<file path="src/rtl/intr_pkg.sv">
// Shared types and constants for the interrupt controller.
// Build option: define INTR_CTRL_RR_EN for round-robin arbitration.
package intr_pkg;

    typedef enum logic [1:0] {IDLE, ARB, SERVE} intr_state_t;

    localparam int unsigned INTR_MAX_SRC     = 16;
    localparam int unsigned INTR_SRC_UART_RX = 0;
    localparam int unsigned INTR_SRC_TIMER   = 1;

    // Width of an index into n sources, never narrower than one bit.
    function automatic int unsigned intr_id_width(input int unsigned n);
        return (n > 1) ? $clog2(n) : 1;
    endfunction

endpackage

</file>
<file path="src/rtl/intr_ctrl_if.sv">
// Peripheral/CPU-side signal bundle of the interrupt controller.
// master: the CPU/peripheral side; slave: the controller.
// Build option: INTR_CTRL_RR_EN does not change this interface.
interface intr_ctrl_if
    import intr_pkg::*;
#(
    parameter int unsigned NUM_SRC = 4,
    parameter int unsigned ID_W    = intr_id_width(NUM_SRC)
);

    logic [NUM_SRC-1:0] src_pulse;
    logic               mask_we;
    logic [NUM_SRC-1:0] mask_wdata;
    logic               intr_en;
    logic               ack;
    logic               irq;
    logic [ID_W-1:0]    irq_id;
    logic [NUM_SRC-1:0] pending;
    logic [NUM_SRC-1:0] overflow;

    modport master (
        output src_pulse, mask_we, mask_wdata, intr_en, ack,
        input  irq, irq_id, pending, overflow
    );

    modport slave (
        input  src_pulse, mask_we, mask_wdata, intr_en, ack,
        output irq, irq_id, pending, overflow
    );

endinterface

</file>
<file path="src/rtl/intr_arbiter.sv">
// Combinational winner selection over the eligible source vector.
// Build option: INTR_CTRL_RR_EN selects round-robin starting after ptr;
// otherwise the lowest eligible index wins and there is no ptr input.
module intr_arbiter
    import intr_pkg::*;
#(
    parameter int unsigned NUM_SRC = 4,
    parameter int unsigned ID_W    = intr_id_width(NUM_SRC)
) (
    input  logic [NUM_SRC-1:0] eligible,
`ifdef INTR_CTRL_RR_EN
    input  logic [ID_W-1:0]    ptr,
`endif
    output logic [ID_W-1:0]    grant_id,
    output logic               grant_valid
);

`ifdef INTR_CTRL_RR_EN
    // Scan from ptr+1 with wrap; first eligible source found wins.
    always_comb begin
        int unsigned     idx;
        logic [ID_W-1:0] idx_l;
        grant_id    = '0;
        grant_valid = 1'b0;
        idx         = 0;
        idx_l       = '0;
        for (int unsigned k = 0; k < NUM_SRC; k++) begin
            idx   = (32'(ptr) + 32'd1 + k) % NUM_SRC;
            idx_l = ID_W'(idx);
            if (!grant_valid && eligible[idx_l]) begin
                grant_valid = 1'b1;
                grant_id    = idx_l;
            end
        end
    end
`else
    // Fixed priority: lowest eligible index wins.
    always_comb begin
        grant_id    = '0;
        grant_valid = 1'b0;
        for (int unsigned k = 0; k < NUM_SRC; k++) begin
            if (!grant_valid && eligible[k]) begin
                grant_valid = 1'b1;
                grant_id    = ID_W'(k);
            end
        end
    end
`endif

endmodule

</file>
<file path="src/rtl/intr_ctrl.sv">
// Interrupt controller: latches event pulses into pending bits, masks them,
// arbitrates one winner and holds irq/irq_id until the CPU acknowledges.
// Build option: define INTR_CTRL_RR_EN for round-robin arbitration with a
// last-served pointer; undefined gives fixed lowest-index priority.
module intr_ctrl
    import intr_pkg::*;
#(
    parameter int unsigned NUM_SRC = 4,
    parameter int unsigned ID_W    = intr_id_width(NUM_SRC)
) (
    input  logic        clk,
    input  logic        reset,
    intr_ctrl_if.slave  bus
);

    intr_state_t        state_q, state_d;
    logic [NUM_SRC-1:0] pending_q, pending_d;
    logic [NUM_SRC-1:0] overflow_q, overflow_d;
    logic [NUM_SRC-1:0] mask_q;
    logic [ID_W-1:0]    irq_id_q, irq_id_d;
    logic               irq_q;
    logic               ack_take;

    logic [NUM_SRC-1:0] eligible;
    logic [ID_W-1:0]    grant_id;
    logic               grant_valid;

    assign eligible = pending_q & mask_q;

`ifdef INTR_CTRL_RR_EN
    logic [ID_W-1:0] ptr_q, ptr_d;

    intr_arbiter #(
        .NUM_SRC (NUM_SRC),
        .ID_W    (ID_W)
    ) u_arbiter (
        .eligible    (eligible),
        .ptr         (ptr_q),
        .grant_id    (grant_id),
        .grant_valid (grant_valid)
    );

    // Last-served pointer advances only when a service completes.
    always_comb begin
        ptr_d = ptr_q;
        if (ack_take) begin
            ptr_d = irq_id_q;
        end
    end

    // Pointer register; reset value makes the first search start at source 0.
    always_ff @(posedge clk) begin
        if (!reset) begin
            ptr_q <= ID_W'(NUM_SRC - 1);
        end else begin
            ptr_q <= ptr_d;
        end
    end
`else
    intr_arbiter #(
        .NUM_SRC (NUM_SRC),
        .ID_W    (ID_W)
    ) u_arbiter (
        .eligible    (eligible),
        .grant_id    (grant_id),
        .grant_valid (grant_valid)
    );
`endif

    // Next-state logic; ARB falls back to IDLE if the winner vanished meanwhile.
    always_comb begin
        state_d  = state_q;
        irq_id_d = irq_id_q;
        ack_take = 1'b0;
        case (state_q)
            IDLE: begin
                if (bus.intr_en && (|eligible)) begin
                    state_d = ARB;
                end
            end
            ARB: begin
                if (bus.intr_en && grant_valid) begin
                    state_d  = SERVE;
                    irq_id_d = grant_id;
                end else begin
                    state_d = IDLE;
                end
            end
            SERVE: begin
                if (bus.ack) begin
                    ack_take = 1'b1;
                    state_d  = IDLE;
                end else if (!bus.intr_en) begin
                    state_d = IDLE;
                end
            end
            default: state_d = IDLE;
        endcase
    end

    // Pending/overflow update; a pulse coinciding with ack keeps the source pending.
    always_comb begin
        pending_d  = pending_q | bus.src_pulse;
        overflow_d = overflow_q | (bus.src_pulse & pending_q);
        if (ack_take) begin
            pending_d[irq_id_q]  = bus.src_pulse[irq_id_q];
            overflow_d[irq_id_q] = 1'b0;
        end
    end

    // State, status and output registers.
    always_ff @(posedge clk) begin
        if (!reset) begin
            state_q    <= IDLE;
            pending_q  <= '0;
            overflow_q <= '0;
            mask_q     <= '0;
            irq_id_q   <= '0;
            irq_q      <= 1'b0;
        end else begin
            state_q    <= state_d;
            pending_q  <= pending_d;
            overflow_q <= overflow_d;
            irq_id_q   <= irq_id_d;
            irq_q      <= (state_d == SERVE);
            if (bus.mask_we) begin
                mask_q <= bus.mask_wdata;
            end
        end
    end

    assign bus.irq      = irq_q;
    assign bus.irq_id   = irq_id_q;
    assign bus.pending  = pending_q;
    assign bus.overflow = overflow_q;

endmodule

</file>
<file path="src/flat_wrapper.sv">
// flat-port wrapper written by rule: the top's interface ports become plain ports
module intr_ctrl_flat import intr_pkg::*;
#(
    parameter int unsigned NUM_SRC = 4,
    parameter int unsigned ID_W    = intr_id_width(NUM_SRC)
)
  (clk, reset, bus_src_pulse, bus_mask_we, bus_mask_wdata, bus_intr_en, bus_ack, bus_irq, bus_irq_id, bus_pending, bus_overflow);
  intr_ctrl_if #(.NUM_SRC(NUM_SRC), .ID_W(ID_W)) bus_i ();
  input  logic clk;
  input  logic reset;
  input wire logic [$bits(bus_i.src_pulse)-1:0] bus_src_pulse;
  input wire logic [$bits(bus_i.mask_we)-1:0] bus_mask_we;
  input wire logic [$bits(bus_i.mask_wdata)-1:0] bus_mask_wdata;
  input wire logic [$bits(bus_i.intr_en)-1:0] bus_intr_en;
  input wire logic [$bits(bus_i.ack)-1:0] bus_ack;
  output wire logic [$bits(bus_i.irq)-1:0] bus_irq;
  output wire logic [$bits(bus_i.irq_id)-1:0] bus_irq_id;
  output wire logic [$bits(bus_i.pending)-1:0] bus_pending;
  output wire logic [$bits(bus_i.overflow)-1:0] bus_overflow;
  assign bus_i.src_pulse = bus_src_pulse;
  assign bus_i.mask_we = bus_mask_we;
  assign bus_i.mask_wdata = bus_mask_wdata;
  assign bus_i.intr_en = bus_intr_en;
  assign bus_i.ack = bus_ack;
  assign bus_irq = bus_i.irq;
  assign bus_irq_id = bus_i.irq_id;
  assign bus_pending = bus_i.pending;
  assign bus_overflow = bus_i.overflow;
  intr_ctrl #(.NUM_SRC(NUM_SRC), .ID_W(ID_W)) u_core (.clk(clk), .reset(reset), .bus(bus_i));
endmodule
</file>
<file path="config.mk">
export PLATFORM = sky130hd
export DESIGN_NAME = intr_ctrl_flat
export DESIGN_NICKNAME = d
export VERILOG_FILES = /design/src/rtl/intr_pkg.sv /design/src/rtl/intr_ctrl_if.sv /design/src/rtl/intr_arbiter.sv /design/src/rtl/intr_ctrl.sv /design/src/flat_wrapper.sv
export SDC_FILE = /design/constraint.sdc
export NUM_CORES = 1
export LEC_CHECK = 0
export ABC_CLOCK_PERIOD_IN_PS = 1800
export CAP_MARGIN = 20
export CORE_MARGIN = 2
export CORE_UTILIZATION = 48
export CTS_BUF_LIST = sky130_fd_sc_hd__clkbuf_2 sky130_fd_sc_hd__clkbuf_4 sky130_fd_sc_hd__clkbuf_8
export CTS_CLUSTER_DIAMETER = 40
export DETAILED_ROUTE_END_ITERATION = 6
export PLACE_DENSITY = 0.9
export SLEW_MARGIN = 20
export SYNTH_ARGS = -nofsm -noshare
export SYNTH_HDL_FRONTEND = slang
export SYNTH_SLANG_ARGS = --single-unit
</file>
<file path="constraint.sdc">
create_clock -name clk -period 1.8 [get_ports clk]
set_clock_uncertainty 0.1 [all_clocks]
set_input_delay 0.36 -clock clk [delete_from_list [all_inputs] [get_ports clk]]
set_output_delay 0.36 -clock clk [all_outputs]
set_load 0.02 [all_outputs]
</file>
# [Word-level counts from Yosys, hierarchy flattened]
# Cells that the tools add are included.
[totals] register_bits=17 word_cells=50 in_bits=13 output_inout_bits=11
[classes] mux=21 order_cmp=2 n_bitwise=6 n_eq_ne=3 reduce_logical=12
[op_table] cell="4-bit bitwise AND" n=3
[op_table] cell="2-bit 2-to-1 mux" n=6
[op_table] cell="1-bit 2-to-1 mux" n=9
[op_table] cell="4-bit 2-to-1 mux" n=2
[op_table] cell="4-bit bitwise OR" n=2
[op_table] cell="1-bit logical AND" n=6
[op_table] cell="2-bit one-hot mux with 3 select lines" n=1
[op_table] cell="4-bit bitwise mux" n=1
[op_table] cell="2-bit == test, second input constant" n=2
[op_table] cell="4-bit NOT" n=1
[op_table] cell="4-bit OR reduction" n=1
[op_table] cell="1-bit zero test" n=3
[op_table] cell="2-bit by 3-bit < comparator with 1-bit output, second input constant" n=1
[op_table] cell="1-bit binary-select mux with 2-bit select" n=1
[op_table] cell="1-bit demux with 2-bit select" n=1
[op_table] cell="2-bit by 1-bit == test with 1-bit output, second input constant" n=1
[op_table] cell="2-bit by 1-bit greater-or-equal comparator with 1-bit output, second input constant" n=1
[op_table] cell="2-bit zero test" n=1
[op_table] cell="2-bit AND reduction" n=1

# [Longest topological paths before layout]
# Gate-level depths: netlist of run 1.
[depth] depth_word=15 ltp_mapped=4 ltp_nobuf=4

# [Modules after synthesis]
# From an unflattened synthesis of run 1, not the netlist that was laid out.
[hier_totals] hier_cells=77 hier_area_um2=710.7
[by_module_without_submodules] mod="intr_ctrl" cells_each=70 instances=1 area_each_um2=675.6
[by_module_without_submodules] mod="intr_arbiter" cells_each=7 instances=1 area_each_um2=35.0

# [Worst setup path after synthesis of run 1]
# Ideal clock, no wire load.
[synth_path] path_kind="reg2reg" start="register u_core.pending_q[2] (netlist: u_core.bus.pending[2])" end="register u_core.irq_id_q[1] (netlist: u_core.bus.irq_id[1])" path_buffers=0 slack_ns=0.451 arrival_time_ns=1.117 required_ns=1.568 path_stages_with_launch=5 setup_time_ns=0.132 cell_sequence="dfxtp_1 a22oi_2 a211oi_4 nand2b_1 a21oi_1"
[synth_between] elab_chain_len=8
[synth_rtl] element="start, declared" line_no="intr_ctrl.sv:17" source="logic [NUM_SRC-1:0] pending_q, pending_d;"
[synth_rtl] element="start signal, assigned" line_no="intr_ctrl.sv:122" source="pending_q <= pending_d;"
[synth_rtl] element="4-bit bitwise AND *" line_no="intr_ctrl.sv:28" source="assign eligible = pending_q & mask_q;"
[synth_rtl] element="1-bit logical AND *" line_no="intr_arbiter.sv:42" source="if (!grant_valid && eligible[k]) begin"
[synth_rtl] element="1-bit 2-to-1 mux" line_no="intr_arbiter.sv:42"
[synth_rtl] element="1-bit zero test" line_no="intr_arbiter.sv:42"
[synth_rtl] element="1-bit logical AND" line_no="intr_arbiter.sv:42"
[synth_rtl] element="1-bit 2-to-1 mux" line_no="intr_arbiter.sv:42"
[synth_rtl] element="1-bit logical AND" line_no="intr_ctrl.sv:82" source="if (bus.intr_en && grant_valid) begin"
[synth_rtl] element="2-bit AND reduction (no line)"
[synth_rtl] element="end signal, assigned" line_no="intr_ctrl.sv:124" source="irq_id_q <= irq_id_d;"
[synth_rtl] element="end, declared" line_no="intr_ctrl.sv:20" source="logic [ID_W-1:0] irq_id_q, irq_id_d;"
# Every way passes the cells marked *; elsewhere a longest branch is shown, timed or not.
# A chain may end at the register's enable or synchronous reset.

# [Worst setup path after layout of run 1]
[layout_path] start="register u_core.pending_q[2] (netlist: u_core.bus.pending[2])" end="output bus_pending[2]"
[layout_rtl] element="end, declared" line_no="flat_wrapper.sv:18" source="output wire logic [$bits(bus_i.pending)-1:0] bus_pending;"
# No word-level cell between the ends.

==> results.json, run 1 <==
{
  "status": "complete, no violations",
  "synthCells": 70,
  "grt_first_pass_wirelength_mm": 2.26,
  "nNetsFinal": 114,
  "vias": 621,
  "crit_chain": "clkdlybuf4s50_1",
  "peakVddDrop_mv": 0.581,
  "dr_wl_met2_um": 812,
  "setup_viol": 0,
  "finalSetupTns_ns": 0,
  "slowest_delay_ns": 0.61,
  "cts_tree": "done",
  "dr.pass1.iters": 4,
  "drtIter0Drc": 13,
  "leakage_nw": 0.397,
  "num-fill-cells": 110,
  "m1WireLength_um": 705,
  "worstMarginPinSlew_ns": 0.396,
  "holdCritPathClass": "reg -> reg",
  "routedWlPerCell_um": 14.0,
  "place_congestion": 0.784,
  "antenna_found_initial": 0,
  "n_antenna_cell": 0,
  "synth_top_cell_area_share_pct": 50.8,
  "routed_wl_mm": 1.61,
  "yosys.area.top_type": "dfxtp_1",
  "antenna_left": 0,
  "die_height_um": 41.3,
  "start_util_pct": 51.4,
  "grt_pass1_vias": 527,
  "clk_pin_slew_ns": 0.10,
  "place_hpwl_mm": 1.24,
  "viasPerCell": 5.40,
  "rsz0062_at_grt": "false",
  "hold_viol_final": 0,
  "reg2reg_from": "u_core.bus.pending[2]$_SDFF_PN0_",
  "worstPathMaxFanout": 2,
  "syn-num-nets": 83,
  "endpoint": "bus_pending[2]",
  "root_buffer": "clkbuf_4",
  "htreeDepth": 1,
  "crit_start": "u_core.bus.pending[2]$_SDFF_PN0_",
  "clk_latency_ns": 0.29,
  "post_cts_buffers": 0,
  "crit_path_start_kind": "flip-flop",
  "drive_gt1_share_pct": 12.0,
  "clock_path_buffers": 2,
  "slew_violations": 0,
  "rows": 13,
  "ys_top_cells_by_area": "dfxtp_1 51%, a21oi_1 6.7%, mux2i_1 6.0%",
  "ys_seq_elements": 17,
  "die-area_mm2": 0.00171,
  "reg2reg_depth": 5,
  "grt.total_usage_pct": 20.8,
  "avgSynthCellArea_um2": 9.56,
  "dieWidth_um": 41.3,
  "finalCritPeriodShare_pct": 95.6,
  "syn2layout_area_growth_pct": 46.2,
  "globalRouteOverflowTotal": 0,
  "hold_start": "u_core.bus.irq_id[1]$_SDFFE_PN0P_",
  "layout_setup_ws_ns": 0.0798,
  "ys_async_sr_fraction_pct": 0,
  "r2r_slack_ns": 0.43,
  "r2r-end": "u_core.bus.irq_id[1]$_SDFFE_PN0P_",
  "synth-main-ff-cell": "dfxtp_1",
  "highest_layer": "met4",
  "critPathSlowestCell": "clkdlybuf4s50_1",
  "portBuffers": 23,
  "post-route-drc-count": 0,
  "cp_top_family": "buffers and inverters",
  "yosysUniqueCellTypes": 20,
  "end_kind": "output pin",
  "ys_seq_area_share_pct": 50.8,
  "ios": 24,
  "cts_buffers": 3,
  "relSlewSlack_pct": 73.6,
  "cp_num_buf_inv": 1,
  "synth_edf_count": 0,
  "timing.fmax_mhz": 581,
  "met3WireLength_um": 74,
  "crit_arrival_ns": 1.26,
  "yosys_warnings": 0,
  "drv_cap": 0,
  "required_ns": 1.34,
  "powerDensity_mw_per_mm2": 765,
  "grt_max_degree": 14,
  "crit_type": "reg -> out",
  "cp.depth": 1,
  "fin_crit_ns": 1.72,
  "clock_sinks": 17,
  "core-area_mm2": 0.00130,
  "syn_area_um2": 669,
  "dp_slack_ns": 0.128
}
[synthesized netlist by cell type, types with 2 or more instances]
library cell,number
and4b_1,2
mux2i_1,4
a22oi_2,2
a21oi_1,9
clkbuf_1,2
nand2_1,5
nor2_1,10
dfxtp_1,17
o21ai_0,3
inv_1,3
a211oi_1,4
[routing by layer]
| layer | global-route usage, % | vias to the layer above |
|---|---|---|
| met2 | 37.1 | 20 |
| met4 | 9.68 | 0 |
| li1 | - | 312 |
| met1 | 24.0 | 285 |
| met3 | 3.19 | 4 |
| met5 | 0 | - |
[per-stage QoR]
| stage | instances | area, um^2 | power, W | util (%) | hold WS (ns) |
|---|---|---|---|---|---|
| CTS | 115 | 976 | 0.000752 | 75.0 | 0.416 |
| floorplan | 70 | 669 | 0.000470 | - | 0.377 |
| global route | 115 | 978 | 0.000781 | 75.2 | 0.445 |
| detailed placement | 111 | 948 | 0.000541 | 72.9 | 0.402 |
| global placement | 111 | 948 | 0.000535 | 72.9 | 0.389 |
| finish | 115 | 978 | 0.000749 | 75.2 | 0.413 |
[power breakdown]
group | internal [W] | total [W] | switching (W)
Sequential | 0.000395 | 0.000411 | 0.0000159
Combinational | 0.0000650 | 0.000119 | 0.0000545
Clock | 0.000101 | 0.000219 | 0.000117
Total | 0.000561 | 0.000749 | 0.000188
[flip-flops by register name, summed over array words and instances (netlist names)]
signal               cells
u_core.state_q           2
u_core.bus.irq           1
u_core.mask_q            4
u_core.bus.overflow      4
u_core.bus.pending       4
u_core.bus.irq_id        2
[cell usage in the layout, fill, tap and decap left out]
| master | synthesis | layout |
|---|---|---|
| a211oi_1 | 4 | 4 |
| a211oi_4 | 1 | 1 |
| a21oi_1 | 9 | 9 |
| a22oi_2 | 2 | 2 |
| a31oi_1 | 1 | 1 |
| a32o_1 | 1 | 1 |
| and4b_1 | 2 | 2 |
| buf_4 | 0 | 5 |
| clkbuf_4 | 0 | 4 |
| clkdlybuf4s50_1 | 0 | 20 |
| dfxtp_1 | 17 | 17 |
| dlygate4sd2_1 | 0 | 2 |
| dlymetal6s2s_1 | 0 | 1 |
| inv_1 | 3 | 3 |
| mux2i_1 | 4 | 4 |
| nand2_1 | 5 | 5 |
| nand2b_1 | 1 | 1 |
| nand3b_1 | 1 | 1 |
| nand4_1 | 1 | 1 |
| nor2_1 | 10 | 10 |
| nor3_1 | 1 | 1 |
| nor4bb_1 | 1 | 1 |
| o21ai_0 | 3 | 3 |
| o31ai_1 | 1 | 1 |
[cell families (layout without fill, tap and decap cells)]
group,after synthesis,count (layout),synth area share [%]
muxes,4,4,5.98
buffers and inverters,5,35,2.80
DFF,17,17,50.8
AOI/OAI and AO/OA,22,22,23.7
and+or+nand+nor,22,22,16.6
[repair_timing]
item,in CTS,in global routing
setup endpoints to repair,2,1
gates cloned,0,0
pin swaps,0,0
gates resized for setup,2,1
hold buffers,0,0
[worst min-delay path by stage]
stage / end / slack [ns] / cells past startpoint
3_5_place_dp: u_core.bus.irq_id[1]$_SDFFE_PN0P_ / 0.40 / 2
2_1_floorplan: u_core.bus.pending[3]$_SDFF_PN0_ / 0.38 / 2
4_1_cts: u_core.bus.irq_id[1]$_SDFFE_PN0P_ / 0.42 / 2
6_report: u_core.bus.irq_id[1]$_SDFFE_PN0P_ / 0.41 / 2
5_1_grt: u_core.bus.irq_id[1]$_SDFFE_PN0P_ / 0.44 / 2
3_3_place_gp: u_core.bus.irq_id[1]$_SDFFE_PN0P_ / 0.39 / 2
[layout make-up]
type	instances	area, um^2	share of cell area [%]
Tap cell	15	18.8	1.92
Clock buffer	4	30.0	3.07
Multi-Input combinational cell	48	310	31.7
Inverter	3	11.3	1.15
Sequential cell	17	340	34.8
Timing Repair Buffer	28	268	27.4
Note: power is estimated with default switching activity, not from simulation.
==> run 2, diff against run 1 <==
--- a/config.mk
+++ b/config.mk
@@ -5,13 +5,14 @@
 export SDC_FILE = /design/constraint.sdc
 export NUM_CORES = 1
 export LEC_CHECK = 0
-export ABC_CLOCK_PERIOD_IN_PS = 1800
+export ABC_CLOCK_PERIOD_IN_PS = 2000
 export CAP_MARGIN = 20
 export CORE_MARGIN = 2
 export CORE_UTILIZATION = 48
 export CTS_BUF_LIST = sky130_fd_sc_hd__clkbuf_2 sky130_fd_sc_hd__clkbuf_4 sky130_fd_sc_hd__clkbuf_8
 export CTS_CLUSTER_DIAMETER = 40
 export DETAILED_ROUTE_END_ITERATION = 6
+export MAX_ROUTING_LAYER = met4
 export PLACE_DENSITY = 0.9
 export SLEW_MARGIN = 20
 export SYNTH_ARGS = -nofsm -noshare
==> constraint.sdc (replaced) <==
create_clock -name clk -period 2 [get_ports clk]
set_clock_uncertainty 0.1 [all_clocks]
set_input_delay 0.4 -clock clk [delete_from_list [all_inputs] [get_ports clk]]
set_output_delay 0.4 -clock clk [all_outputs]
set_load 0.02 [all_outputs]
==> results.json, run 2 (synthesis results as in run 1) <==
{
  "finalSetupTns_ns": 0,
  "grt_pass1_vias": 504,
  "antenna_found_initial": 0,
  "clock_path_buffers": 2,
  "end_kind": "output pin",
  "crit_path_start_kind": "flip-flop",
  "num-fill-cells": 119,
  "htreeDepth": 1,
  "drv_cap": 0,
  "drtIter0Drc": 2,
  "postCtsHoldBufs": 0,
  "cts-resized-gates": 0,
  "place_hpwl_mm": 1.09,
  "peakVddDrop_mv": 0.365,
  "fin_crit_ns": 1.88,
  "root_buffer": "clkbuf_4",
  "start_util_pct": 51.4,
  "die-area_mm2": 0.00171,
  "worstPathMaxFanout": 5,
  "leakage_nw": 0.353,
  "portBuffers": 23,
  "clk_latency_ns": 0.29,
  "seqCellArea_um2": 340,
  "routedWlPerCell_um": 12.8,
  "status": "complete, no violations",
  "reg2reg_from": "u_core.bus.pending[2]$_SDFF_PN0_",
  "die_height_um": 41.3,
  "place_congestion": 0.768,
  "viasPerCell": 5.46,
  "grt_max_degree": 14,
  "vias": 606,
  "routed_wl_mm": 1.42,
  "dr.pass1.iters": 3,
  "slowest_delay_ns": 0.65,
  "drive_gt1_share_pct": 8.33,
  "finalCritPeriodShare_pct": 93.8,
  "n_antenna_cell": 0,
  "clock_sinks": 17,
  "antenna_left": 0,
  "crit_arrival_ns": 1.38,
  "slew_violations": 0,
  "mostFrequentLayoutCell": "clkdlybuf4s50_1",
  "relSlewSlack_pct": 71.9,
  "cp_num_buf_inv": 1,
  "dieWidth_um": 41.3,
  "hold_viol_final": 0,
  "post_cts_buffers": 0,
  "post-route-drc-count": 0,
  "nNetsFinal": 110,
  "powerDensity_mw_per_mm2": 689,
  "crit_start": "u_core.bus.pending[3]$_SDFF_PN0_",
  "cts_buffers": 3,
  "cp_top_family": "buffers and inverters",
  "grt.total_usage_pct": 19.3,
  "ios": 24,
  "crit_chain": "clkdlybuf4s50_1",
  "timing.fmax_mhz": 533,
  "clk_pin_slew_ns": 0.10,
  "dp.cells": 107,
  "cts_tree": "done",
  "setup_viol": 0,
  "worstMarginPinSlew_ns": 0.418,
  "required_ns": 1.50,
  "globalRouteOverflowTotal": 0,
  "syn2layout_area_growth_pct": 41.3,
  "core-area_mm2": 0.00130,
  "hold_start": "u_core.bus.irq_id[1]$_SDFFE_PN0P_",
  "rows": 13,
  "grt_first_pass_wirelength_mm": 2.08,
  "critPathSlowestCell": "clkdlybuf4s50_1",
  "crit_type": "reg -> out",
  "final_cell_mix": "23 x clkdlybuf4s50_1, 17 x dfxtp_1, 10 x nor2_1",
  "rsz0062_at_grt": "false",
  "holdCritPathClass": "reg -> reg",
  "multi_input_area_um2": 310,
  "final_cells": 111
}
run 2: worst register-to-register path, cell delays in order (launching register included):
cell and delay (ns):
dfxtp_1 0.43, a22oi_2 0.15, a211oi_4 0.34, nand2b_1 0.15
a21oi_1 0.05
run 2: layout make-up:
class / count / share of cell area (%)
timing repair buffer: 24 / 25.1
sequential: 17 / 36.0
multi-input combinational: 48 / 32.8
clock inverter: 1 / 0.529
tap: 15 / 1.98
clock buffer: 3 / 2.38
inverter: 3 / 1.19
run 2: report_power, final:
group          switching (W)  total (W)  internal, W
clock network       0.000107   0.000181    0.0000742
registers          0.0000167   0.000372     0.000355
logic              0.0000432  0.0000989    0.0000557
run 2: routing by layer:
metal  wire (um)  global-route usage [%]
met1         657                    24.2
met2         692                    31.3
met3          63                    3.19
met4           7                    7.26
met5           0                       -
run 2: worst paths after layout:
kind	end	slack (ns)	cells past startpoint
min reg2reg	u_core.bus.irq_id[1]$_SDFFE_PN0P_	0.41	2
min	u_core.bus.irq_id[1]$_SDFFE_PN0P_	0.41	2
max	bus_pending[3]	0.12	1
max reg2reg	u_core.bus.irq_id[1]$_SDFFE_PN0P_	0.66	4
run 2: metrics by stage:
step	total power (W)	instance area (um^2)	hold slack, ns	utilization (%)	setup WS [ns]
2_1_floorplan	0.000423	669	0.402	-	0.651
3_3_place_gp	0.000476	918	0.392	70.6	0.319
3_5_place_dp	0.000479	918	0.396	70.6	0.276
4_1_cts	0.000660	946	0.411	72.7	0.125
5_1_grt	0.000684	946	0.447	72.7	0.0755
6_report	0.000652	946	0.410	72.7	0.124
